<file path="config.mk">
export PLATFORM = sky130hd
export DESIGN_NAME = if_prefetch_stage_flat
export DESIGN_NICKNAME = d
export VERILOG_FILES = /design/src/rtl/if_prefetch_stage_pkg.sv /design/src/rtl/if_prefetch_stage_if.sv /design/src/rtl/if_prefetch_stage_fetch_queue.sv /design/src/rtl/if_prefetch_stage.sv /design/src/flat_wrapper.sv
export SDC_FILE = /design/constraint.sdc
export NUM_CORES = 1
export LEC_CHECK = 0
export CORE_MARGIN = 2
export CORE_UTILIZATION = 40
export CTS_CLUSTER_SIZE = 24
export DETAILED_ROUTE_END_ITERATION = 12
export HOLD_SLACK_MARGIN = 0.1
export PLACE_DENSITY = 0.58
export SYNTH_ARGS = -nofsm -noshare
export SYNTH_HDL_FRONTEND = slang
export SYNTH_SLANG_ARGS = --single-unit
</file>
<file path="constraint.sdc">
create_clock -name clk -period 4.7 [get_ports clk]
set_input_delay 0.94 -clock clk [delete_from_list [all_inputs] [get_ports clk]]
set_output_delay 0.94 -clock clk [all_outputs]
set_load 0.02 [all_outputs]
</file>
<file path="src/rtl/if_prefetch_stage_pkg.sv">
// Shared defaults for the instruction-fetch prefetch stage: word/PC geometry,
// reset PC and the derived {pc, instr} queue-entry width.
package if_prefetch_stage_pkg;

    localparam int          WORD_LEN_DEF     = 16;
    localparam int          INSTR_BYTES_DEF  = 2;
    localparam int          OFFSET_SHIFT_DEF = 1;
    localparam int          QDEPTH_DEF       = 4;
    localparam int unsigned RESET_PC_DEF     = 32'd0;
    localparam int          ENTRY_W_DEF      = 2 * WORD_LEN_DEF;

    function automatic int entry_width(input int word_len);
        return 2 * word_len;
    endfunction

endpackage

</file>
<file path="src/rtl/if_prefetch_stage_if.sv">
// Bundle of the fetch stage's redirect inputs, instruction-memory bus and
// decode handoff; master is the fetch stage, slave is its environment.
interface if_prefetch_stage_if #(
    parameter int WORD_LEN = 16
);
    logic                br_taken;
    logic                is_jump;
    logic [WORD_LEN-1:0] redirect_pc;
    logic [WORD_LEN-1:0] br_offset;
    logic                imem_req;
    logic [WORD_LEN-1:0] imem_addr;
    logic                imem_rvalid;
    logic [WORD_LEN-1:0] imem_rdata;
    logic                out_valid;
    logic                out_ready;
    logic [WORD_LEN-1:0] out_pc;
    logic [WORD_LEN-1:0] out_instr;

    modport master (
        input  br_taken, is_jump, redirect_pc, br_offset,
        input  imem_rvalid, imem_rdata, out_ready,
        output imem_req, imem_addr, out_valid, out_pc, out_instr
    );

    modport slave (
        output br_taken, is_jump, redirect_pc, br_offset,
        output imem_rvalid, imem_rdata, out_ready,
        input  imem_req, imem_addr, out_valid, out_pc, out_instr
    );
endinterface

</file>
<file path="src/rtl/if_prefetch_stage_fetch_queue.sv">
// if_fetch_queue: synchronous FIFO of {pc, instr} entries. Flush beats push;
// a pop in the flush cycle is still the head that decode consumed.
module if_fetch_queue #(
    parameter int DEPTH = 4,
    parameter int WIDTH = 32
) (
    input  logic                     clk,
    input  logic                     rst,
    input  logic                     push,
    input  logic [WIDTH-1:0]         push_data,
    input  logic                     pop,
    input  logic                     flush,
    output logic [WIDTH-1:0]         head_data,
    output logic [$clog2(DEPTH):0]   count
);
    localparam int            PW   = $clog2(DEPTH);
    localparam logic [PW:0]   FULL = (PW+1)'(DEPTH);

    logic [WIDTH-1:0] mem_q [DEPTH];
    logic [WIDTH-1:0] mem_d [DEPTH];
    logic [PW-1:0]    head_q, head_d, tail_q, tail_d;
    logic [PW:0]      count_q, count_d;
    logic             push_ok, pop_ok;

    // Pointer, count and storage next-state
    always_comb begin
        mem_d   = mem_q;
        head_d  = head_q;
        tail_d  = tail_q;
        count_d = count_q;
        push_ok = push && (count_q != FULL);
        pop_ok  = pop && (count_q != '0);
        if (flush) begin
            head_d  = '0;
            tail_d  = '0;
            count_d = '0;
        end else begin
            if (push_ok) begin
                mem_d[tail_q] = push_data;
                tail_d        = tail_q + PW'(1);
            end else begin
                tail_d = tail_q;
            end
            if (pop_ok) begin
                head_d = head_q + PW'(1);
            end else begin
                head_d = head_q;
            end
            case ({push_ok, pop_ok})
                2'b10:   count_d = count_q + (PW+1)'(1);
                2'b01:   count_d = count_q - (PW+1)'(1);
                default: count_d = count_q;
            endcase
        end
    end

    // Control registers
    always_ff @(posedge clk) begin
        if (rst) begin
            head_q  <= '0;
            tail_q  <= '0;
            count_q <= '0;
        end else begin
            head_q  <= head_d;
            tail_q  <= tail_d;
            count_q <= count_d;
        end
    end

    // Entry storage; contents are don't-care while count is zero
    always_ff @(posedge clk) begin
        mem_q <= mem_d;
    end

    assign head_data = (count_q != '0) ? mem_q[head_q] : '0;
    assign count     = count_q;

endmodule

</file>
<file path="src/rtl/if_prefetch_stage.sv">
// Instruction-fetch stage: PC generation, credit-limited prefetch into a FIFO,
// redirect squashing. Define IF_PREFETCH_TRACE_EN for a simulation handoff trace.
module if_prefetch_stage
    import if_prefetch_stage_pkg::*;
#(
    parameter int          WORD_LEN     = WORD_LEN_DEF,
    parameter int          INSTR_BYTES  = INSTR_BYTES_DEF,
    parameter int          OFFSET_SHIFT = OFFSET_SHIFT_DEF,
    parameter int          QDEPTH       = QDEPTH_DEF,
    parameter int unsigned RESET_PC     = RESET_PC_DEF
) (
    input  logic                 clk,
    input  logic                 rst,
    if_prefetch_stage_if.master  bus
);
    localparam int                  CW     = $clog2(QDEPTH) + 1;
    localparam int                  EW     = entry_width(WORD_LEN);
    localparam logic [WORD_LEN-1:0] RST_PC = WORD_LEN'(RESET_PC);
    localparam logic [WORD_LEN-1:0] STEP   = WORD_LEN'(INSTR_BYTES);
    localparam logic [CW:0]         LIMIT  = (CW+1)'(QDEPTH);

    logic [WORD_LEN-1:0] fetch_pc_q, fetch_pc_d;
    logic [WORD_LEN-1:0] resp_pc_q, resp_pc_d;
    logic [CW-1:0]       outstanding_q, outstanding_d;
    logic [CW-1:0]       drop_cnt_q, drop_cnt_d;
    logic [CW-1:0]       q_count;
    logic [EW-1:0]       head_entry;
    logic [CW:0]         credit_used;
    logic [WORD_LEN-1:0] target;
    logic                redirect, issue, rsp_keep, rsp_drop, out_valid_s, q_pop, q_push;

    // Redirect target, credit check and next-state of PCs and counters
    always_comb begin
        redirect    = bus.br_taken | bus.is_jump;
        if (bus.is_jump) begin
            target = bus.br_offset << OFFSET_SHIFT;
        end else begin
            target = bus.redirect_pc + STEP + (bus.br_offset << OFFSET_SHIFT);
        end
        // Every slot is spoken for by a queued entry, a live request or a stale one
        credit_used = {1'b0, q_count} + {1'b0, outstanding_q} + {1'b0, drop_cnt_q};
        issue       = !rst && !redirect && (credit_used < LIMIT);
        rsp_drop    = bus.imem_rvalid && (drop_cnt_q != '0);
        rsp_keep    = bus.imem_rvalid && (drop_cnt_q == '0);
        out_valid_s = (q_count != '0);
        q_pop       = out_valid_s && bus.out_ready;
        q_push      = rsp_keep && !redirect;

        fetch_pc_d    = fetch_pc_q;
        resp_pc_d     = resp_pc_q;
        outstanding_d = outstanding_q;
        drop_cnt_d    = drop_cnt_q;
        if (redirect) begin
            fetch_pc_d    = target;
            resp_pc_d     = target;
            outstanding_d = '0;
            drop_cnt_d    = drop_cnt_q + outstanding_q - CW'(bus.imem_rvalid);
        end else begin
            fetch_pc_d    = issue ? (fetch_pc_q + STEP) : fetch_pc_q;
            resp_pc_d     = rsp_keep ? (resp_pc_q + STEP) : resp_pc_q;
            outstanding_d = outstanding_q + CW'(issue) - CW'(rsp_keep);
            drop_cnt_d    = drop_cnt_q - CW'(rsp_drop);
        end
    end

    // PC and in-flight bookkeeping registers
    always_ff @(posedge clk) begin
        if (rst) begin
            fetch_pc_q    <= RST_PC;
            resp_pc_q     <= RST_PC;
            outstanding_q <= '0;
            drop_cnt_q    <= '0;
        end else begin
            fetch_pc_q    <= fetch_pc_d;
            resp_pc_q     <= resp_pc_d;
            outstanding_q <= outstanding_d;
            drop_cnt_q    <= drop_cnt_d;
        end
    end

    if_fetch_queue #(
        .DEPTH (QDEPTH),
        .WIDTH (EW)
    ) u_queue (
        .clk       (clk),
        .rst       (rst),
        .push      (q_push),
        .push_data ({resp_pc_q, bus.imem_rdata}),
        .pop       (q_pop),
        .flush     (redirect),
        .head_data (head_entry),
        .count     (q_count)
    );

    assign bus.imem_req  = issue;
    assign bus.imem_addr = fetch_pc_q;
    assign bus.out_valid = out_valid_s;
    assign bus.out_pc    = head_entry[EW-1 -: WORD_LEN];
    assign bus.out_instr = head_entry[WORD_LEN-1:0];

`ifdef IF_PREFETCH_TRACE_EN
    // Simulation trace of accepted handoffs and redirects
    always_ff @(posedge clk) begin
        if (!rst && q_pop) begin
            $display("if_prefetch handoff pc=%b instr=%b", bus.out_pc, bus.out_instr);
        end
        if (!rst && redirect) begin
            $display("if_prefetch redirect target=%b", target);
        end
    end
`endif

endmodule

</file>
<file path="src/flat_wrapper.sv">
// flat-port wrapper written by rule: the top's interface ports become plain ports
module if_prefetch_stage_flat import if_prefetch_stage_pkg::*;
#(
    parameter int          WORD_LEN     = WORD_LEN_DEF,
    parameter int          INSTR_BYTES  = INSTR_BYTES_DEF,
    parameter int          OFFSET_SHIFT = OFFSET_SHIFT_DEF,
    parameter int          QDEPTH       = QDEPTH_DEF,
    parameter int unsigned RESET_PC     = RESET_PC_DEF
)
  (clk, rst, bus_br_taken, bus_is_jump, bus_redirect_pc, bus_br_offset, bus_imem_rvalid, bus_imem_rdata, bus_out_ready, bus_imem_req, bus_imem_addr, bus_out_valid, bus_out_pc, bus_out_instr);
  if_prefetch_stage_if #(.WORD_LEN(WORD_LEN)) bus_i ();
  input  logic clk;
  input  logic rst;
  input wire logic [$bits(bus_i.br_taken)-1:0] bus_br_taken;
  input wire logic [$bits(bus_i.is_jump)-1:0] bus_is_jump;
  input wire logic [$bits(bus_i.redirect_pc)-1:0] bus_redirect_pc;
  input wire logic [$bits(bus_i.br_offset)-1:0] bus_br_offset;
  input wire logic [$bits(bus_i.imem_rvalid)-1:0] bus_imem_rvalid;
  input wire logic [$bits(bus_i.imem_rdata)-1:0] bus_imem_rdata;
  input wire logic [$bits(bus_i.out_ready)-1:0] bus_out_ready;
  output wire logic [$bits(bus_i.imem_req)-1:0] bus_imem_req;
  output wire logic [$bits(bus_i.imem_addr)-1:0] bus_imem_addr;
  output wire logic [$bits(bus_i.out_valid)-1:0] bus_out_valid;
  output wire logic [$bits(bus_i.out_pc)-1:0] bus_out_pc;
  output wire logic [$bits(bus_i.out_instr)-1:0] bus_out_instr;
  assign bus_i.br_taken = bus_br_taken;
  assign bus_i.is_jump = bus_is_jump;
  assign bus_i.redirect_pc = bus_redirect_pc;
  assign bus_i.br_offset = bus_br_offset;
  assign bus_i.imem_rvalid = bus_imem_rvalid;
  assign bus_i.imem_rdata = bus_imem_rdata;
  assign bus_i.out_ready = bus_out_ready;
  assign bus_imem_req = bus_i.imem_req;
  assign bus_imem_addr = bus_i.imem_addr;
  assign bus_out_valid = bus_i.out_valid;
  assign bus_out_pc = bus_i.out_pc;
  assign bus_out_instr = bus_i.out_instr;
  if_prefetch_stage #(.WORD_LEN(WORD_LEN), .INSTR_BYTES(INSTR_BYTES), .OFFSET_SHIFT(OFFSET_SHIFT), .QDEPTH(QDEPTH), .RESET_PC(RESET_PC)) u_core (.clk(clk), .rst(rst), .bus(bus_i));
endmodule
</file>
# Word-level counts from Yosys, hierarchy flattened
# Index checks and enable logic that the tools add are counted.
# word_totals
ff_bits	173
output_inout_bits	50
input_bits	54
wordCells	70
# classes
addsub	15
bitwise	4
reduce_logical	19
mux	14
order_cmp	4
n_eq_ne	3
# op_table
operator	count
$bwmux W128	1
$mux W32	4
$mux W16	5
$bmux W32 S2	1
$demux W32 S2	1
$add A16 B2 Y16 const B	3
$add A16 B16 Y16	1
$logic_and A1 B1 Y1	9
$sub A3 B1 Y3	3
$ge A3 B3 Y1 const B	2
$not A2 Y3	2
$pmux W3 S2	1
$reduce_bool A2 Y1	3
$reduce_bool A3 Y1	2
$add A2 B1 Y2 const B	2
$add A3 B3 Y4	1
$add A4 B3 Y4	1
$lt A4 B3 Y1 const B	1
$add A3 B1 Y3	1
$add A3 B1 Y3 const B	1
$add A3 B3 Y3	1
$logic_not A3 Y1	1
$lt A3 B1 Y1 const B	1
$mux W3	1
other kinds (9)	10

# Longest topological paths before layout
# Gate-level depths: netlist of the first run.
# depth
word_depth	6
mapped_depth	13
depth_no_buf	13

# Modules after synthesis
# Synthesis of the first run repeated with hierarchy kept, for this count alone.
# unflattened
cells_unflattened	681
area_unflattened_um2	8583.2
# by_module_without_submodules
module	seq_area_each_um2	cells_each	area_per_inst_um2	instances
if_fetch_queue	3983.8	253	5287.6	1
if_prefetch_stage	740.7	428	3295.7	1

# Worst setup path before layout of the first run
# No wires, ideal clock.
# synth_timing
path_type	register -> register
from	reg u_core.u_queue.count_q[1], in the netlist u_core.u_queue.count[1]
to	reg u_core.outstanding_q[2]
stages_incl_launch_ff	14
setup_time_ns	0.128
setup_slack_ns	1.398
arrival_time_ns	3.174
path_buffers	0
synth_period_minus_slack_ns	3.302
required_ns	4.572
cell_sequence	dfxtp_1 > inv_1 > fa_1 > or2_2 > fa_1 > xor2_2 > nand3_4 > ha_1 > inv_1 > ha_1 > fa_1 > xnor2_1 > xnor2_1 > nor2_1
# synth_via
elab_chain_len	6
# synth_rtl
item	line_no	source
start: declaration	if_prefetch_stage_fetch_queue.sv:22	logic [PW:0] count_q, count_d;
start signal: assignment	if_prefetch_stage_fetch_queue.sv:66	count_q <= count_d;
$add A3 B3 Y4	if_prefetch_stage.sv:41	credit_used = {1'b0, q_count} + {1'b0, outstanding_q} + {1'b0, drop_cnt_q};
$add A4 B3 Y4	if_prefetch_stage.sv:41	
$lt A4 B3 Y1	if_prefetch_stage.sv:42	issue = !rst && !redirect && (credit_used < LIMIT);
$logic_and A1 B1 Y1	if_prefetch_stage.sv:42	
$add A3 B1 Y3	if_prefetch_stage.sv:61	outstanding_d = outstanding_q + CW'(issue) - CW'(rsp_keep);
$sub A3 B1 Y3	if_prefetch_stage.sv:61	
end signal: assignment	if_prefetch_stage.sv:76	outstanding_q <= outstanding_d;
end: declaration	if_prefetch_stage.sv:24	logic [CW-1:0] outstanding_q, outstanding_d;
# Every way passes these cells.
# A chain may end at the register's enable or synchronous reset.

# Worst setup path after layout of the first run
# layout_timing
from	reg u_core.u_queue.count_q[1], in the netlist u_core.u_queue.count[1]
to	out bus_imem_req
# layout_via
elab_chain_len	4
# layout_rtl
item	line_no	source
$add A3 B3 Y4	if_prefetch_stage.sv:41	
$add A4 B3 Y4	if_prefetch_stage.sv:41	
$lt A4 B3 Y1	if_prefetch_stage.sv:42	
$logic_and A1 B1 Y1	if_prefetch_stage.sv:42	
end: declaration	flat_wrapper.sv:21	output wire logic [$bits(bus_i.imem_req)-1:0] bus_imem_req;
# Every way passes these cells.

==> flow_summary_export.csv, run 1 <==
group,metric,value,unit
synth,ys_seq_area_frac,0.534,
placement,placedCellCount,1047,
synth,ys.flop_type,"edfxtp_1",
run_status,outcome,"finished clean",
die,die_area,23300,sq um
sta,skew,0.0102,ns
power_and_ir_drop,power.density,355,nW/um^2
worst_setup_path,regToRegSetupSlack,1.16,ns
synth,synth_edf_count,128,
grt,antenna_found_initial,0,
clocking,cts_buffer_depth,2,
routing,drc,0,
grt,grt_start_max_net_pins,36,
worst_hold_path,hold_depth,0,
final_layout,fin_cells,1079,
sta,fmax,0.231,GHz
synth,synth_seq_cells,172,
worst_hold_path,worstHoldEndpoint,"u_core.u_queue.mem_q[126]",
clocking,cts_resized,0,
die,core_area,21800,sq um
sta,relSlewSlack,0.458,
final_layout,fin_area,10800,sq um
sta,min_period,4.32,ns
grt,grt_usage,0.175,
synth,post_synth_num_cell_types,88,
routing,drt_iter0_markers,465,
clocking,cts_hold_buf,0,
worst_setup_path,rr_endpoint,"u_core.outstanding_q[2]",
worst_setup_path,end_kind,"primary output",
grt,grt_pass1_wl,32100,um
routing,first_pass_iters,5,
clocking,cts-htree-levels,4,
worst_setup_path,start_kind,"register",
clocking,path_clk_slew,0.06,ns
sta,tightestPinTransition,0.811,ns
sta,fin_hold_ws,0.533,ns
power_and_ir_drop,peakVddDrop,0.000265,V
die,io_pins,104,
sta,finalHoldViolations,0,
worst_setup_path,cp_top_family,"buffers and inverters",
worst_setup_path,criticalPathCategory,"reg -> out",
sta,setup_violations,0,
sta,finalSetupTns,0,ns
power_and_ir_drop,p_leak,0.00376,uW
synth,ys_warn_count,0,
sta,slew_viol_final,0,
clocking,insertion_delay,0.42,ns
worst_hold_path,min_from,"u_core.resp_pc_q[14]",
final_layout,area_delta_synth_final,21.7,%
clocking,tritoncts,"done",
grt,overflow,0,
die,die_w,153,um
clocking,cts_buffers,17,
worst_setup_path,cp_max_fo,4,
worst_setup_path,crit_arrival,3.38,ns
synth,synth.cell_area,8840,sq um
worst_setup_path,worst_path_largest_cell_delay,0.64,ns
clocking,post_cts.repair.setup_buffers,0,
synth,netlist_top_cells_area,"edfxtp_1 (43%), dfxtp_1 (10%), mux4_2 (8.2%)",
routing,drt_wl_total,20100,um
synth,avgSynthCellArea,12.9,sq um
clocking,cts-root-buf,"clkbuf_16",
placement,gp_congestion,0.830,
sta,rsz0062_at_grt,"no",
worst_setup_path,r2r_cells,13,
worst_setup_path,r2r-start,"u_core.u_queue.count[1]",
synth,async_reset_ff_frac,0,
placement,dp.final_hpwl,13700,um
synth,synthesis.nets,790,
die,die_y,153,um
worst_setup_path,crit_buf_inv,3,
flow_run,drv_cap,0,
routing,antenna_left,0,
die,initial_core_util,0.406,
sta,min_period_over_period,0.920,
worst_hold_path,min_path_type,"reg -> reg",
final_layout,finalNetCount,889,
routing,via_per_inst,5.55,
worst_setup_path,worstPathCellList,"inv_1, fa_1, or2_2, fa_1, xor2_2, nand3_4, inv_1, clkdlybuf4s50_1",
clocking,clock_sinks,172,
synth,yosysTopAreaCell,"edfxtp_1",
worst_setup_path,slowest_stage,"clkdlybuf4s50_1",
die,fp-row-count,54,
final_layout,n_antenna_cell,0,
grt,grt_pass1_vias,6144,
routing,wire_per_inst,18.6,um
synth,synth_top_area_share,0.435,
worst_setup_path,cp.required,3.76,ns
placement,io_buffers,102,
synth,syn_inst,687,
routing,vias,5993,
final_layout,drive_gt1_frac,0.141,
placement,placed_area,10100,sq um
power_and_ir_drop,power,3810,uW
-- sequential cells by signal (all words and copies together), names as in the netlist --
| name | cells |
|---|---|
| u_core.drop_cnt_q | 3 |
| u_core.u_queue.head_q | 2 |
| u_core.u_queue.count | 3 |
| u_core.u_queue.tail_q | 2 |
| u_core.u_queue.mem_q | 128 |
| u_core.outstanding_q | 3 |
| u_core.resp_pc_q | 16 |
| u_core.bus.imem_addr | 15 |
-- report_power, final --
part	switching, uW	internal [uW]
clock network	590	901
registers	58.8	1690
logic	324	254
-- cell families after synthesis --
| logic type | after synthesis | share of synthesized area |
|---|---|---|
| AO/OA/AOI/OAI | 142 | 0.117 |
| flip-flops | 172 | 0.534 |
| AND/OR/NAND/NOR | 196 | 0.126 |
| XOR/XNOR | 19 | 0.0197 |
| buffers and inverters | 71 | 0.0386 |
| adder cells (fa/ha/maj) | 49 | 0.0753 |
| multiplexers | 38 | 0.0885 |
-- per-layer routing --
metal  vias to the layer above  track usage  part of all wire
li1                       2816            -                 -
met1                      2904        0.225              0.44
met2                       241        0.293              0.48
met3                        32       0.0356             0.059
met4                         0       0.0675             0.021
met5                         -            0                 0
-- synthesized netlist by cell type, drive strengths merged (11+ instances only) --
master,count
a211oi,11
a21oi,39
a31oi,12
and2,44
buf,18
clkbuf,16
dfxtp,44
edfxtp,128
ha,42
inv,37
mux4,32
nand2,40
nand3,15
nor2,36
nor3,14
o21ai,21
-- worst register-to-register path: cells and delay by family (launching register included) --
family / cells / cell delay, ns
flops: 1 / 0.35
buf+inv: 2 / 0.18
fa+ha+maj: 5 / 1.75
xor+xnor: 3 / 0.62
simple gates: 3 / 0.51
-- placed cells by master (no fill, tap or decap), drive strengths merged, types with 5 or more instances in the layout --
master,instances
clkbuf,17
a21o,10
o21ai,21
inv,44
nor3,14
fa,7
ha,42
nand2,40
a21oi,39
a211oi,11
o31ai,8
mux4,32
nor2,36
edfxtp,128
or3,7
xor2,9
a221oi,5
and4,5
dfxtp,44
buf,12
nand3,15
and2,44
nand4,9
clkdlybuf4s50,102
xnor2,10
a31oi,12
mux2i,5
-- worst max path at each step --
stage / start / to / slack, ns / cells after the start
2_1_floorplan: u_core.u_queue.count[1] / u_core.outstanding_q[2] / 1.40 / 13
3_3_place_gp: u_core.u_queue.count[1] / bus_imem_req / 0.86 / 8
3_5_place_dp: u_core.u_queue.count[1] / bus_imem_req / 0.82 / 8
4_1_cts: u_core.u_queue.count[1] / bus_imem_req / 0.34 / 8
5_1_grt: u_core.u_queue.count[1] / bus_imem_req / 0.18 / 8
6_report: u_core.u_queue.count[1] / bus_imem_req / 0.38 / 8
-- through the flow --
step                      utilization  worst slack, ns
final                           0.494            0.377
after global routing            0.494            0.183
after CTS                       0.494            0.335
after detailed placement        0.465            0.817
after global placement          0.465            0.864
after floorplan                     -             1.40
-- cell type report --
| class | instances | area, sq um |
|---|---|---|
| Multi-Input combinational cell | 444 | 3770 |
| Clock inverter | 15 | 206 |
| Clock buffer | 17 | 425 |
| Sequential cell | 172 | 4730 |
| Inverter | 37 | 139 |
| Fill cell | 1896 | 11000 |
| Timing Repair Buffer | 114 | 1140 |
| Tap cell | 280 | 350 |
(Power assumes the default switching activity.)
==> inputs of run 2 (changes only) <==
- CTS_CLUSTER_SIZE: 24 -> 25
==> results of run 2 <==
Same layout as run 1: the final DEF is identical, and so are final timing and power.
==> inputs of run 3 (changes only) <==
- HOLD_SLACK_MARGIN: 0.1 -> 0.06
==> results of run 3 <==
Same layout as run 1: the final DEF is identical, and so are final timing and power.
